File: src/rtl/mode_sequencer_pkg.sv
// Shared constants for the front-panel mode sequencer: mode encoding, button
// indices into btn_i ({U,C,L,R,D}) and default bus/idle sizes.
package mode_sequencer_pkg;

   localparam int DEF_DATA_W      = 36;
   localparam int DEF_IDLE_CYCLES = 30000;
   localparam int NUM_BTNS        = 5;

   localparam int BTN_D = 0;
   localparam int BTN_R = 1;
   localparam int BTN_L = 2;
   localparam int BTN_C = 3;
   localparam int BTN_U = 4;

   typedef enum logic [1:0] {
      MODE_CLOCK = 2'd0,
      MODE_SW    = 2'd1,
      MODE_TIMER = 2'd2,
      MODE_BAD   = 2'd3
   } mode_e;

   // Successor in the CLOCK -> SW -> TIMER ring; anything else recovers to CLOCK.
   function automatic mode_e next_mode(input mode_e m);
      case (m)
         MODE_CLOCK: return MODE_SW;
         MODE_SW:    return MODE_TIMER;
         default:    return MODE_CLOCK;
      endcase
   endfunction

endpackage

File: src/rtl/mode_sequencer_btn_edge.sv
// Vectored rising-edge detector. History resets to all-ones so a button held
// through reset release must be released and pressed again to register.
module btn_edge #(
   parameter int WIDTH = 5
) (
   input  logic             clk_i,
   input  logic             reset_n,
   input  logic [WIDTH-1:0] level_i,
   output logic [WIDTH-1:0] press_o
);

   logic [WIDTH-1:0] hist;

   always_ff @(posedge clk_i or negedge reset_n) begin
      if (!reset_n) begin
         hist    <= '1;
         press_o <= '0;
      end else begin
         hist    <= level_i;
         press_o <= level_i & ~hist;
      end
   end

endmodule

File: src/rtl/mode_sequencer.sv
// Front-panel mode owner: steps CLOCK -> SW -> TIMER on U and gates button
// pulses to the owning block. Optional idle auto-return under AUTO_RETURN_EN.
module mode_sequencer
   import mode_sequencer_pkg::*;
#(
   parameter int DATA_W      = DEF_DATA_W,
   parameter int IDLE_CYCLES = DEF_IDLE_CYCLES
) (
   input  logic              clk_i,
   input  logic              reset_n,
   input  logic [4:0]        btn_i,
   input  logic              clk_edit_i,
   input  logic [DATA_W-1:0] clk_cnt_i,
   input  logic [DATA_W-1:0] sw_cnt_i,
   input  logic [DATA_W-1:0] tmr_cnt_i,
   output logic [1:0]        mode_o,
   output logic [3:0]        clk_btn_o,
   output logic              sw_start_o,
   output logic              sw_stop_o,
   output logic              sw_resetn_o,
   output logic [3:0]        tmr_btn_o,
   output logic [DATA_W-1:0] disp_cnt_o,
   output logic              disp_edit_o
);

   logic [NUM_BTNS-1:0] press;
   mode_e               state, state_nxt;
   logic                idle_exp;

   btn_edge #(.WIDTH(NUM_BTNS)) u_btn_edge (
      .clk_i   (clk_i),
      .reset_n (reset_n),
      .level_i (btn_i),
      .press_o (press)
   );

`ifdef AUTO_RETURN_EN
   localparam int IDLE_W = ($clog2(IDLE_CYCLES) < 1) ? 1 : $clog2(IDLE_CYCLES);

   logic [IDLE_W-1:0] idle_cnt;

   assign idle_exp = (idle_cnt == IDLE_W'(IDLE_CYCLES - 1));

   always_ff @(posedge clk_i or negedge reset_n) begin
      if (!reset_n)
         idle_cnt <= '0;
      else if ((|press) || (state == MODE_CLOCK) || idle_exp)
         idle_cnt <= '0;
      else
         idle_cnt <= idle_cnt + IDLE_W'(1);
   end
`else
   assign idle_exp = 1'b0;
`endif

   always_ff @(posedge clk_i or negedge reset_n) begin
      if (!reset_n)
         state <= MODE_CLOCK;
      else
         state <= state_nxt;
   end

   // Press pulses are already registered, so routing is a pure gate on the
   // mode that was current when the press was sampled.
   always_comb begin
      state_nxt   = state;
      clk_btn_o   = '0;
      tmr_btn_o   = '0;
      sw_start_o  = 1'b0;
      sw_stop_o   = 1'b0;
      sw_resetn_o = 1'b1;

      case (state)
         MODE_CLOCK: begin
            clk_btn_o = press[BTN_C:BTN_D];
            if (press[BTN_U] && !clk_edit_i)
               state_nxt = next_mode(state);
         end
         MODE_SW: begin
            sw_start_o  = press[BTN_L];
            sw_stop_o   = press[BTN_R];
            sw_resetn_o = ~press[BTN_D];
            if (press[BTN_U])
               state_nxt = next_mode(state);
         end
         MODE_TIMER: begin
            tmr_btn_o = press[BTN_C:BTN_D];
            if (press[BTN_U])
               state_nxt = next_mode(state);
         end
         default: state_nxt = MODE_CLOCK;
      endcase

      // Any press on the expiry edge takes precedence over auto-return.
      if (idle_exp && (press == '0))
         state_nxt = MODE_CLOCK;
   end

   assign mode_o = state;

   always_ff @(posedge clk_i or negedge reset_n) begin
      if (!reset_n) begin
         disp_cnt_o  <= '0;
         disp_edit_o <= 1'b0;
      end else begin
         case (state)
            MODE_CLOCK: disp_cnt_o <= clk_cnt_i;
            MODE_SW:    disp_cnt_o <= sw_cnt_i;
            MODE_TIMER: disp_cnt_o <= tmr_cnt_i;
            default:    disp_cnt_o <= '0;
         endcase
         disp_edit_o <= (state == MODE_CLOCK) && clk_edit_i;
      end
   end

endmodule
File: config.mk
export PLATFORM = sky130hd
export DESIGN_NAME = mode_sequencer
export DESIGN_NICKNAME = d
export VERILOG_FILES = /design/src/rtl/mode_sequencer_pkg.sv /design/src/rtl/mode_sequencer_btn_edge.sv /design/src/rtl/mode_sequencer.sv
export SDC_FILE = /design/constraint.sdc
export NUM_CORES = 1
export LEC_CHECK = 0
export ABC_AREA = 1
export CAP_MARGIN = 20
export CORE_UTILIZATION = 35
export DETAILED_ROUTE_END_ITERATION = 8
export PLACE_DENSITY = 0.82
export RECOVER_POWER = 25
export SLEW_MARGIN = 5
export SYNTH_ARGS = -nofsm -noshare
export SYNTH_HDL_FRONTEND = slang
export SYNTH_SLANG_ARGS = --single-unit
File: constraint.sdc
create_clock -name clk_i -period 1.25 [get_ports clk_i]
set_input_delay 0.125 -clock clk_i [delete_from_list [all_inputs] [get_ports clk_i]]
set_output_delay 0.125 -clock clk_i [all_outputs]
set_load 0.01 [all_outputs]
==> results of run 1 <==
## registers in the layout, indices dropped and copies added, names as in the netlist
name                count
mode_o                  2
u_btn_edge.hist         5
disp_cnt_o             36
u_btn_edge.press_o      5
disp_edit_o             1
## timing repair
action                                  4_1_cts  5_1_grt
endpoints found under the setup margin       54       50
gates resized for setup                     102        7
setup buffers                                 4        1
endpoints found under the hold margin        44        0
gates cloned                                  0        0
pin swaps                                     3        1
hold buffers                                  1        0
## worst min-delay path by stage
| stage | start | end | slack (ps) | depth (start not counted) |
|---|---|---|---|---|
| 3_5_place_dp | reset_n | disp_cnt_o[4]$_DFF_PN0_ | 140 | 2 |
| 3_3_place_gp | reset_n | disp_cnt_o[4]$_DFF_PN0_ | 120 | 2 |
| 6_report | clk_cnt_i[16] | disp_cnt_o[16]$_DFF_PN0_ | 370 | 3 |
| 4_1_cts | btn_i[0] | u_btn_edge.hist[0]$_DFF_PN1_ | 240 | 1 |
| 5_1_grt | btn_i[0] | u_btn_edge.hist[0]$_DFF_PN1_ | 360 | 1 |
| 2_1_floorplan | reset_n | disp_cnt_o[0]$_DFF_PN0_ | -170 | 0 |
## final cells by class
type / instances / share of cell area [%]
inverter: 14 / 1.48
clock buffer: 7 / 2.37
clock inverter: 1 / 0.123
multi-input combinational: 170 / 21.4
sequential: 49 / 30.4
timing repair buffer: 184 / 41.9
tap: 77 / 2.37
## cells in the mapped netlist
cell	number	area share (%)
buf_2	8	1.7
buf_4	1	0.33
buf_6	11	5.4
dfrtp_1	44	48
dfstp_2	5	5.7
inv_1	12	2.0
inv_2	2	0.33
nand2_1	41	6.7
nand3_1	100	22
nand3_2	10	4.4
nor2_1	17	2.8
nor2_4	1	0.49
o21ai_0	1	0.22
## metrics by stage
| stage | worst slack (ps) | instances |
|---|---|---|
| after floorplan | 107 | 253 |
| after global placement | -140 | 488 |
| after detailed placement | -188 | 488 |
| after CTS | -124 | 501 |
| after global routing | -220 | 502 |
| final | -141 | 502 |
## logic make-up after synthesis
kind of cell / Yosys count / synth area share [%]
simple gates: 169 / 36.2
flops: 49 / 53.8
buf+inv: 34 / 9.78
compound gates: 1 / 0.218
## worst min-delay path: stages
cell and delay, ps:
clkdlybuf4s50_1 390, nand2_1 60, nand3_1 60
## where the power goes
group,switching (mW),internal [mW],leakage [nW]
combinational,1.62,1.33,1.24
clock,0.517,0.501,0.0542
sequential,0.124,2.07,0.584
## routing by layer
layer / wire, microns / track usage (%) / vias to the layer above / part of all wire, %
li1: - / - / 1180 / -
met1: 3000 / 26.8 / 1174 / 41
met2: 3740 / 39.4 / 118 / 51
met3: 531 / 5.47 / 8 / 7.2
met4: 82 / 5.33 / 0 / 1.1
met5: 0 / 0 / - / 0
==> results.sh, run 1 <==
export IMPL_multiInputGateArea_sq_um=870
export IMPL_synth_area_sq_mm=0.00229
export IMPL_critPathSlowestCell="dfrtp_2"
export IMPL_p_per_area_mw_per_mm2=1510
export IMPL_violations="negative setup slack"
export IMPL_reg2reg_depth=5
export IMPL_hold_viol_final=0
export IMPL_core_sq_mm=0.00635
export IMPL_dr_pass1_iters=5
export IMPL_final_setup_worst_slack_ps=-141
export IMPL_fmax_mhz=719
export IMPL_worst_setup_path_start_kind="flop"
export IMPL_setup_viol=49
export IMPL_h_tree_depth=2
export IMPL_timing_final_crit_share_pct=111
export IMPL_arrival_ps=1620
export IMPL_grt_max_degree=38
export IMPL_routed_via_density=4.94
export IMPL_drive_gt1_share_pct=15.5
export IMPL_path_delay_family="buffers and inverters"
export IMPL_worst_pin_slew_ps=540
export IMPL_io_pins=166
export IMPL_rr_endpoint="disp_cnt_o[14]$_DFF_PN0_"
export IMPL_synth_seq_cells=49
export IMPL_nNetsFinal=540
export IMPL_drtAntennaViolNets=0
export IMPL_cp_max_fo=37
export IMPL_io_buffers=165
export IMPL_syn_nets=369
export IMPL_layout_common_cells="109 x clkdlybuf4s50_1, 100 x nand3_1, 42 x dfrtp_1"
export IMPL_syn_mean_instance_area_sq_um=9.06
export IMPL_fillCellCount=544
export IMPL_cp_end_kind="flop"
export IMPL_vdd_drop_max_v=0.00109
export IMPL_dpl_cell_area_sq_mm=0.00396
export IMPL_grt_pass1_wl_mm=12.2
export IMPL_wirelength_mm=7.35
export IMPL_diodes=0
export IMPL_grt_usage_pct=22.1
export IMPL_worstPathCellList="buf_6 -> nor2_4 -> buf_4 -> nand2_1 -> nand3_1"
export IMPL_layout_commonest_cell="clkdlybuf4s50_1"
export IMPL_yosysSeqAreaShare_pct=53.8
export IMPL_gr_total_overflow=0
export IMPL_insertion_delay_ps=300
export IMPL_cts_tree="built"
export IMPL_fin_util_pct=64.0
export IMPL_synth_cell_type_count=13
export IMPL_cts_buffers=5
export IMPL_min_period_ps=1390
export IMPL_rows=29
export IMPL_num_vias=2480
export IMPL_die_w_microns=82.9
export IMPL_fin_worst_skew_ps=6.12
export IMPL_dr_first_iter_drc_count=109
export IMPL_clock_sinks=49
export IMPL_cp_num_buf_inv=2
export IMPL_leakage_nw=1.88
export IMPL_grt_pass1_vias=2517
export IMPL_worstSetupEndpoint="disp_cnt_o[14]$_DFF_PN0_"
export IMPL_setup_worst_path_start="mode_o[1]$_DFFE_PN0P_"
export IMPL_seq_area_sq_mm=0.00123
export IMPL_slew_violations=0
export IMPL_ff2ff_setup_slack_ps=-140
export IMPL_required_ps=1480
export IMPL_crit_type="reg2reg"
export IMPL_total_power_mw=6.16
export IMPL_hold_path_class="in2reg"
export IMPL_die_h_microns=82.9
export IMPL_slowest_delay_ps=440
export IMPL_ys_warn_count=0
export IMPL_netlist_instances=253
export IMPL_fin_setup_tns_ps=-4100
export IMPL_clockBufferDepth=2
export IMPL_dpl_hpwl_mm=5.34
export IMPL_path_clk_slew_ps=90
export IMPL_area_delta_synth_final_pct=77.4
export IMPL_status="finished with violations"
export IMPL_slew_headroom_pct=64.0
export IMPL_stdcell_area_sq_mm=0.00406
export IMPL_dieArea_sq_mm=0.00687
export IMPL_path_depth=5
export IMPL_antenna_found_initial=0
export IMPL_gp_congestion=0.801
export IMPL_timing_rr_start="mode_o[1]$_DFFE_PN0P_"
export IMPL_rsz0062_at_grt="yes"
export IMPL_root_buffer="clkbuf_8"
export IMPL_cap_viol_max_count=0
export IMPL_initial_core_util_pct=36.1
export IMPL_wire_per_inst_microns=14.6
export IMPL_route_detailed_drc=0
export IMPL_hold_ws_ps=372
Power figures use the tool's default switching activity.
==> run 2, diff against run 1 <==
- CORE_MARGIN: not set -> 4
- CTS_CLUSTER_SIZE: not set -> 10
==> run 2 against run 1 <==
Net effect: count of clock-buffer cells in the layout is 2 lower; core utilization is 0.81 points lower; worst setup slack better by 14 ps; worst hold slack better by 4.3 ps; highest routed layer unchanged; the run still ends with negative setup slack left; die area is 15% higher; largest power group unchanged; non-clock buffer count is 3 lower; cell area is 1.3% lower; sequential power hardly changed; maximum frequency is 1.0% higher; first-iteration DRC count is 23% lower; clock skew is 4.2 ps higher.
==> results.sh, run 2 (same netlist as run 1, synthesis figures left out) <==
export IMPL_worstHoldPathCells=3
export IMPL_final_cells=499
export IMPL_violations="negative setup slack"
export IMPL_clock_sinks=49
export IMPL_diodes=0
export IMPL_setup_viol=48
export IMPL_antenna_found_initial=0
export IMPL_path_clk_slew_ps=90
export IMPL_layout_commonest_cell="clkdlybuf4s50_1"
export IMPL_ff2ff_setup_slack_ps=-60
export IMPL_critPathSlowestCell="dfrtp_2"
export IMPL_insertion_delay_ps=300
export IMPL_reg_top3="disp_cnt_o: 36 flops, u_btn_edge.hist: 5 flops, u_btn_edge.press_o: 5 flops"
export IMPL_fillCellCount=572
export IMPL_routed_via_density=4.82
export IMPL_io_buffers=165
export IMPL_grt_pass1_vias=2443
export IMPL_wire_per_inst_microns=15.3
export IMPL_gr_total_overflow=0
export IMPL_area_delta_synth_final_pct=75.2
export IMPL_cp_end_kind="primary output"
export IMPL_clockBufferDepth=2
export IMPL_initial_core_util_pct=36.1
export IMPL_gp_congestion=0.784
export IMPL_leakage_nw=1.86
export IMPL_fin_util_pct=63.2
export IMPL_dpl_hpwl_mm=5.74
export IMPL_dr_pass1_iters=4
export IMPL_rows=29
export IMPL_slowest_delay_ps=440
export IMPL_grt_max_degree=50
export IMPL_root_buffer="clkbuf_8"
export IMPL_worst_setup_path_start_kind="flop"
export IMPL_dieArea_sq_mm=0.00790
export IMPL_placedCellCount=486
export IMPL_final_setup_worst_slack_ps=-127
export IMPL_worst_pin_slew_ps=673
export IMPL_io_pins=166
export IMPL_required_ps=1120
export IMPL_drive_gt1_share_pct=14.7
export IMPL_timing_rr_start="mode_o[0]$_DFFE_PN0P_"
export IMPL_post_place_ws_ps=-196
export IMPL_die_h_microns=88.9
export IMPL_nNetsFinal=537
export IMPL_path_delay_family="flip-flops"
export IMPL_dr_first_iter_drc_count=84
export IMPL_setup_worst_path_start="mode_o[0]$_DFFE_PN0P_"
export IMPL_worstSetupEndpoint="tmr_btn_o[1]"
export IMPL_die_w_microns=88.9
export IMPL_num_vias=2404
export IMPL_hold_path_class="in2reg"
export IMPL_layout_common_cells="109 x clkdlybuf4s50_1, 100 x nand3_1, 42 x dfrtp_1"
export IMPL_fmax_mhz=726
export IMPL_cp_num_buf_inv=3
export IMPL_largest_register="disp_cnt_o"
export IMPL_p_per_area_mw_per_mm2=1490
export IMPL_grt_pass1_wl_mm=11.6
export IMPL_cap_viol_max_count=0
export IMPL_dpl_cell_area_sq_mm=0.00396
export IMPL_reg2reg_depth=5
export IMPL_grt_usage_pct=19.2
export IMPL_largest_reg_flops=36
export IMPL_cts_buffers=5
export IMPL_cts_tree="built"
export IMPL_crit_type="reg2out"
export IMPL_vdd_drop_max_v=0.00108
export IMPL_hold_ws_ps=376
export IMPL_arrival_ps=1250
export IMPL_drtAntennaViolNets=0
export IMPL_slew_violations=0
export IMPL_route_detailed_drc=0
export IMPL_core_sq_mm=0.00635
export IMPL_fin_worst_skew_ps=10.3
export IMPL_worstPathCellList="buf_12 -> inv_2 -> nand2_4 -> nor2_1 -> buf_2"
export IMPL_stdcell_area_sq_mm=0.00401
export IMPL_h_tree_depth=2
export IMPL_wirelength_mm=7.65
export IMPL_rsz0062_at_grt="yes"
export IMPL_cp_max_fo=4
export IMPL_hold_viol_final=0
export IMPL_rr_endpoint="disp_cnt_o[31]$_DFF_PN0_"
export IMPL_status="finished with violations"
export IMPL_slew_headroom_pct=55.1
export IMPL_timing_final_crit_share_pct=110
export IMPL_path_depth=5
export IMPL_min_period_ps=1380
[run 2: area by class of cell]
class | instances | area [sq um] | share of cell area, %
flip-flops and latches | 49 | 1230 | 30.8
inverters | 14 | 52.6 | 1.31
well taps | 77 | 96.3 | 2.40
repair buffers | 181 | 1690 | 42.2
multi-input cells | 170 | 850 | 21.2
clock buffers | 5 | 68.8 | 1.71
clock inverters | 3 | 17.5 | 0.437
[run 2: worst min-delay path by stage]
stage / start / to / slack, ps
after floorplan: reset_n / disp_cnt_o[0]$_DFF_PN0_ / -170
after global placement: reset_n / disp_cnt_o[7]$_DFF_PN0_ / 130
after detailed placement: reset_n / disp_cnt_o[13]$_DFF_PN0_ / 130
after CTS: btn_i[0] / u_btn_edge.hist[0]$_DFF_PN1_ / 240
after global routing: btn_i[2] / u_btn_edge.hist[2]$_DFF_PN1_ / 370
final: clk_cnt_i[11] / disp_cnt_o[11]$_DFF_PN0_ / 380
[run 2: tightest hold or removal path: cells and delay by family]
kind	cells	cell delay, ps
buffers and inverters	1	390
AND/OR/NAND/NOR	2	110
[run 2: routing by layer]
layer	share of wire, %	track usage, %
met4	0.60	4.67
met1	37	22.5
met2	51	35.3
met5	0	0
met3	11	4.61
[run 2: metrics by stage]
step / power [mW] / setup TNS, ps
after CTS: 6.07 / -2690
after global routing: 6.43 / -7090
final: 5.98 / -2410
after global placement: 5.29 / -1690
after floorplan: 3.78 / 0
after detailed placement: 5.39 / -1960
[run 2: what timing repair did]
action / 4_1_cts / 5_1_grt
endpoints found under the hold margin: 44 / 0
hold buffers: 1 / 0
pin swaps: 0 / 1
gates resized for setup: 99 / 2
buffers inserted: 3 / 1
cloned: 0 / 0
endpoints found under the setup margin: 50 / 49
[run 2: report_power, final]
part	switching, mW	leakage [nW]	internal, mW	total (mW)
clock network	0.518	0.0439	0.387	0.905
logic	1.55	1.23	1.32	2.88
registers	0.130	0.584	2.07	2.19
total	2.20	1.86	3.78	5.98
==> run 3, diff against run 2 <==
- ABC_AREA: 1 -> not set
- CORE_UTILIZATION: 35 -> 33
- PLACE_DENSITY: 0.82 -> 0.8
==> run 3 against run 2 <==
Net effect: the run still ends with negative setup slack left; synthesized cell count fell by 37%; cell area rose by 6.3%; sequential power rose by 2%; combinational power rose by 20%; routed wire length fell by 6.3%; die area fell by 0.96%; sequential share of layout area fell by 1.8 points; sequential cell count did not move; non-clock buffer count rose by 12; core utilization rose by 4.3 points; critical endpoint is now tmr_btn_o[3]; largest power group unchanged.
==> results.sh, run 3 <==
export IMPL_setup_viol=37
export IMPL_grt_pass1_wl_mm=10.4
export IMPL_wirelength_mm=7.17
export IMPL_num_vias=2042
export IMPL_dr_first_iter_drc_count=37
export IMPL_setup_worst_path_start="mode_o[1]$_DFFE_PN0P_"
export IMPL_reg_top3="disp_cnt_o: 36 flops, u_btn_edge.hist: 5 flops, u_btn_edge.press_o: 5 flops"
export IMPL_yosysSeqAreaShare_pct=57.7
export IMPL_grt_max_degree=39
export IMPL_synth_ff_type="dfrtp_1"
export IMPL_synth_edf_count=0
export IMPL_hold_path_class="in2async"
export IMPL_cts_tree="built"
export IMPL_worst_pin_slew_ps=644
export IMPL_power_switching_mw=2.16
export IMPL_grt_usage_pct=17.8
export IMPL_root_buffer="clkbuf_8"
export IMPL_insertion_delay_ps=300
export IMPL_netlist_top_cells_count="44 x dfrtp_1, 36 x mux2i_1, 36 x o2bb2ai_1, 11 x and2_1, 8 x buf_2"
export IMPL_path_clk_slew_ps=90
export IMPL_syn_nets=275
export IMPL_switching_share_pct=32.3
export IMPL_p_int_mw=4.51
export IMPL_routed_via_density=4.83
export IMPL_synthArstFlopShare_pct=100
export IMPL_io_pins=166
export IMPL_timing_final_crit_share_pct=119
export IMPL_slew_headroom_pct=57.1
export IMPL_dpl_hpwl_mm=5.38
export IMPL_path_depth=5
export IMPL_reg2reg_depth=5
export IMPL_largest_register="disp_cnt_o"
export IMPL_slew_violations=0
export IMPL_seqPwrFrac_pct=33.5
export IMPL_arrival_ps=1360
export IMPL_grt_pass1_vias=2177
export IMPL_cp_num_buf_inv=3
export IMPL_path_delay_family="flip-flops"
export IMPL_synth_cell_type_count=16
export IMPL_required_ps=1120
export IMPL_p_per_area_mw_per_mm2=1560
export IMPL_rows=29
export IMPL_wire_per_inst_microns=17.0
export IMPL_cp_max_fo=4
export IMPL_io_buffers=165
export IMPL_yosysTopAreaCell="dfrtp_1"
export IMPL_critPathSlowestCell="dfrtp_2"
export IMPL_diodes=0
export IMPL_combPwrFrac_pct=51.9
export IMPL_nNetsFinal=461
export IMPL_die_w_microns=88.5
export IMPL_synth_seq_cells=49
export IMPL_worst_setup_path_start_kind="flop"
export IMPL_hold_viol_final=0
export IMPL_netlist_instances=159
export IMPL_area_delta_synth_final_pct=99.5
export IMPL_cap_viol_max_count=0
export IMPL_gr_total_overflow=0
export IMPL_h_tree_depth=2
export IMPL_dieArea_sq_mm=0.00783
export IMPL_slowest_delay_ps=440
export IMPL_crit_type="reg2out"
export IMPL_clock_sinks=49
export IMPL_route_detailed_drc=0
export IMPL_fmax_mhz=673
export IMPL_min_period_ps=1490
export IMPL_ys_warn_count=0
export IMPL_status="finished with violations"
export IMPL_hold_ws_ps=366
export IMPL_synth_top_area_share_pct=51.5
export IMPL_clkPwrFrac_pct=14.6
export IMPL_synth_area_sq_mm=0.00214
export IMPL_leakage_nw=1.80
export IMPL_gp_congestion=0.695
export IMPL_fin_setup_tns_ps=-4250
export IMPL_layout_commonest_cell="clkdlybuf4s50_1"
export IMPL_core_sq_mm=0.00631
export IMPL_drtAntennaViolNets=0
export IMPL_layout_common_cells="109 x clkdlybuf4s50_1, 42 x dfrtp_1, 37 x dlygate4sd2_1"
export IMPL_fin_worst_skew_ps=6.96
export IMPL_violations="negative setup slack"
export IMPL_drive_gt1_share_pct=19.9
export IMPL_antenna_found_initial=0
export IMPL_cts_buffers=5
export IMPL_clockBufferDepth=2
export IMPL_die_h_microns=88.5
export IMPL_final_setup_worst_slack_ps=-236
export IMPL_rsz0062_at_grt="yes"
export IMPL_vdd_drop_max_v=0.000851
export IMPL_dr_pass1_iters=4
export IMPL_timing_rr_start="mode_o[0]$_DFFE_PN0P_"
export IMPL_crit_top_cell="buf_6"
export IMPL_synth_most_common_cell="dfrtp_1"
export IMPL_syn_mean_instance_area_sq_um=13.4
export IMPL_yosys_top_cells_area="dfrtp_1 52%, mux2i_1 17%, o2bb2ai_1 15%, dfstp_2 6.1%, and2_1 3.2%"
export IMPL_worstPathCellList="nor2b_4 -> buf_6 -> buf_6 -> and2_4 -> buf_6"
export IMPL_largest_reg_flops=36
export IMPL_cp_end_kind="primary output"
export IMPL_initial_core_util_pct=33.8
==> run 3: cell count changes after synthesis, moves of 9 or more <==
cell,previous run,this run
mux2i_1,0,36
nor2_1,17,1
nand3_1,100,0
buf_6,11,2
o2bb2ai_1,0,36
nand2_1,41,1
and2_1,0,11
nand3_2,10,0
inv_1,12,0
==> run 3: power groups by stage <==
stage / Combinational (mW) / Clock [mW] / Sequential [mW]
floorplan: 1.07 / 0 / 2.54
global placement: 3.13 / 0 / 2.26
detailed placement: 3.18 / 0 / 2.29
CTS: 3.43 / 1.01 / 2.24
global route: 3.71 / 1.07 / 2.29
finish: 3.46 / 0.973 / 2.24
==> run 3: what timing repair did <==
item                                    CTS  global route
cloned                                    2             0
gates resized for setup                 135             5
buffers inserted                         12             4
endpoints found under the setup margin   58            48
endpoints found under the hold margin    11             0
pin swaps                                 5             2
hold buffers                              1             0
==> run 3: kinds of logic after synthesis <==
family                 after synthesis  synth area share (%)
AOI/OAI and AO/OA                   37                  15.0
buffers and inverters               14                  3.63
DFF                                 49                  57.7
muxes                               37                  17.4
and+or+nand+nor                     22                  6.32
==> run 3: final timing paths <==
kind                            slack [ps]                               to
worst max-delay path                  -240                     tmr_btn_o[3]
worst min-delay path                   370          disp_cnt_o[2]$_DFF_PN0_
worst max register to register        -200            mode_o[0]$_DFFE_PN0P_
worst min register to register         490  u_btn_edge.press_o[0]$_DFF_PN0_
max in group asynchronous               30     u_btn_edge.hist[1]$_DFF_PN1_
min in group clk_i                     370          disp_cnt_o[7]$_DFF_PN0_
==> run 3: through the flow <==
step           area, sq um  utilization (%)  worst slack (ps)  cells  power, mW
5_1_grt               4260             67.5              -295    423       7.07
2_1_floorplan         2140                -              26.2    159       3.62
4_1_cts               4220             66.9              -234    421       6.67
6_report              4260             67.5              -236    423       6.67
3_5_place_dp          3910             62.0              -264    399       5.47
3_3_place_gp          3910             62.0              -253    399       5.39
==> run 3: per-layer routing <==
metal  wire [microns]  track usage [%]  share of wire [%]
met2             3890             33.7                 54
met5                0                0                  0
met4              167             6.46                2.3
met1             2560             18.5                 36
met3              547             4.93                7.6
==> run 3: worst register-to-register path, delay by kind of cell, from the launching register on <==
| family | cells | cell delay (ps) |
|---|---|---|
| DFF | 1 | 470 |
| buffers and inverters | 3 | 430 |
| AOI/OAI and AO/OA | 1 | 130 |
| and+or+nand+nor | 1 | 350 |
==> run 3: area by class of cell <==
| class | instances | area [sq um] |
|---|---|---|
| Clock buffer | 6 | 82.6 |
| Clock inverter | 2 | 13.8 |
| Fill cell | 506 | 2050 |
| Multi-Input combinational cell | 96 | 875 |
| Sequential cell | 49 | 1230 |
| Tap cell | 77 | 96.3 |
| Timing Repair Buffer | 193 | 1960 |
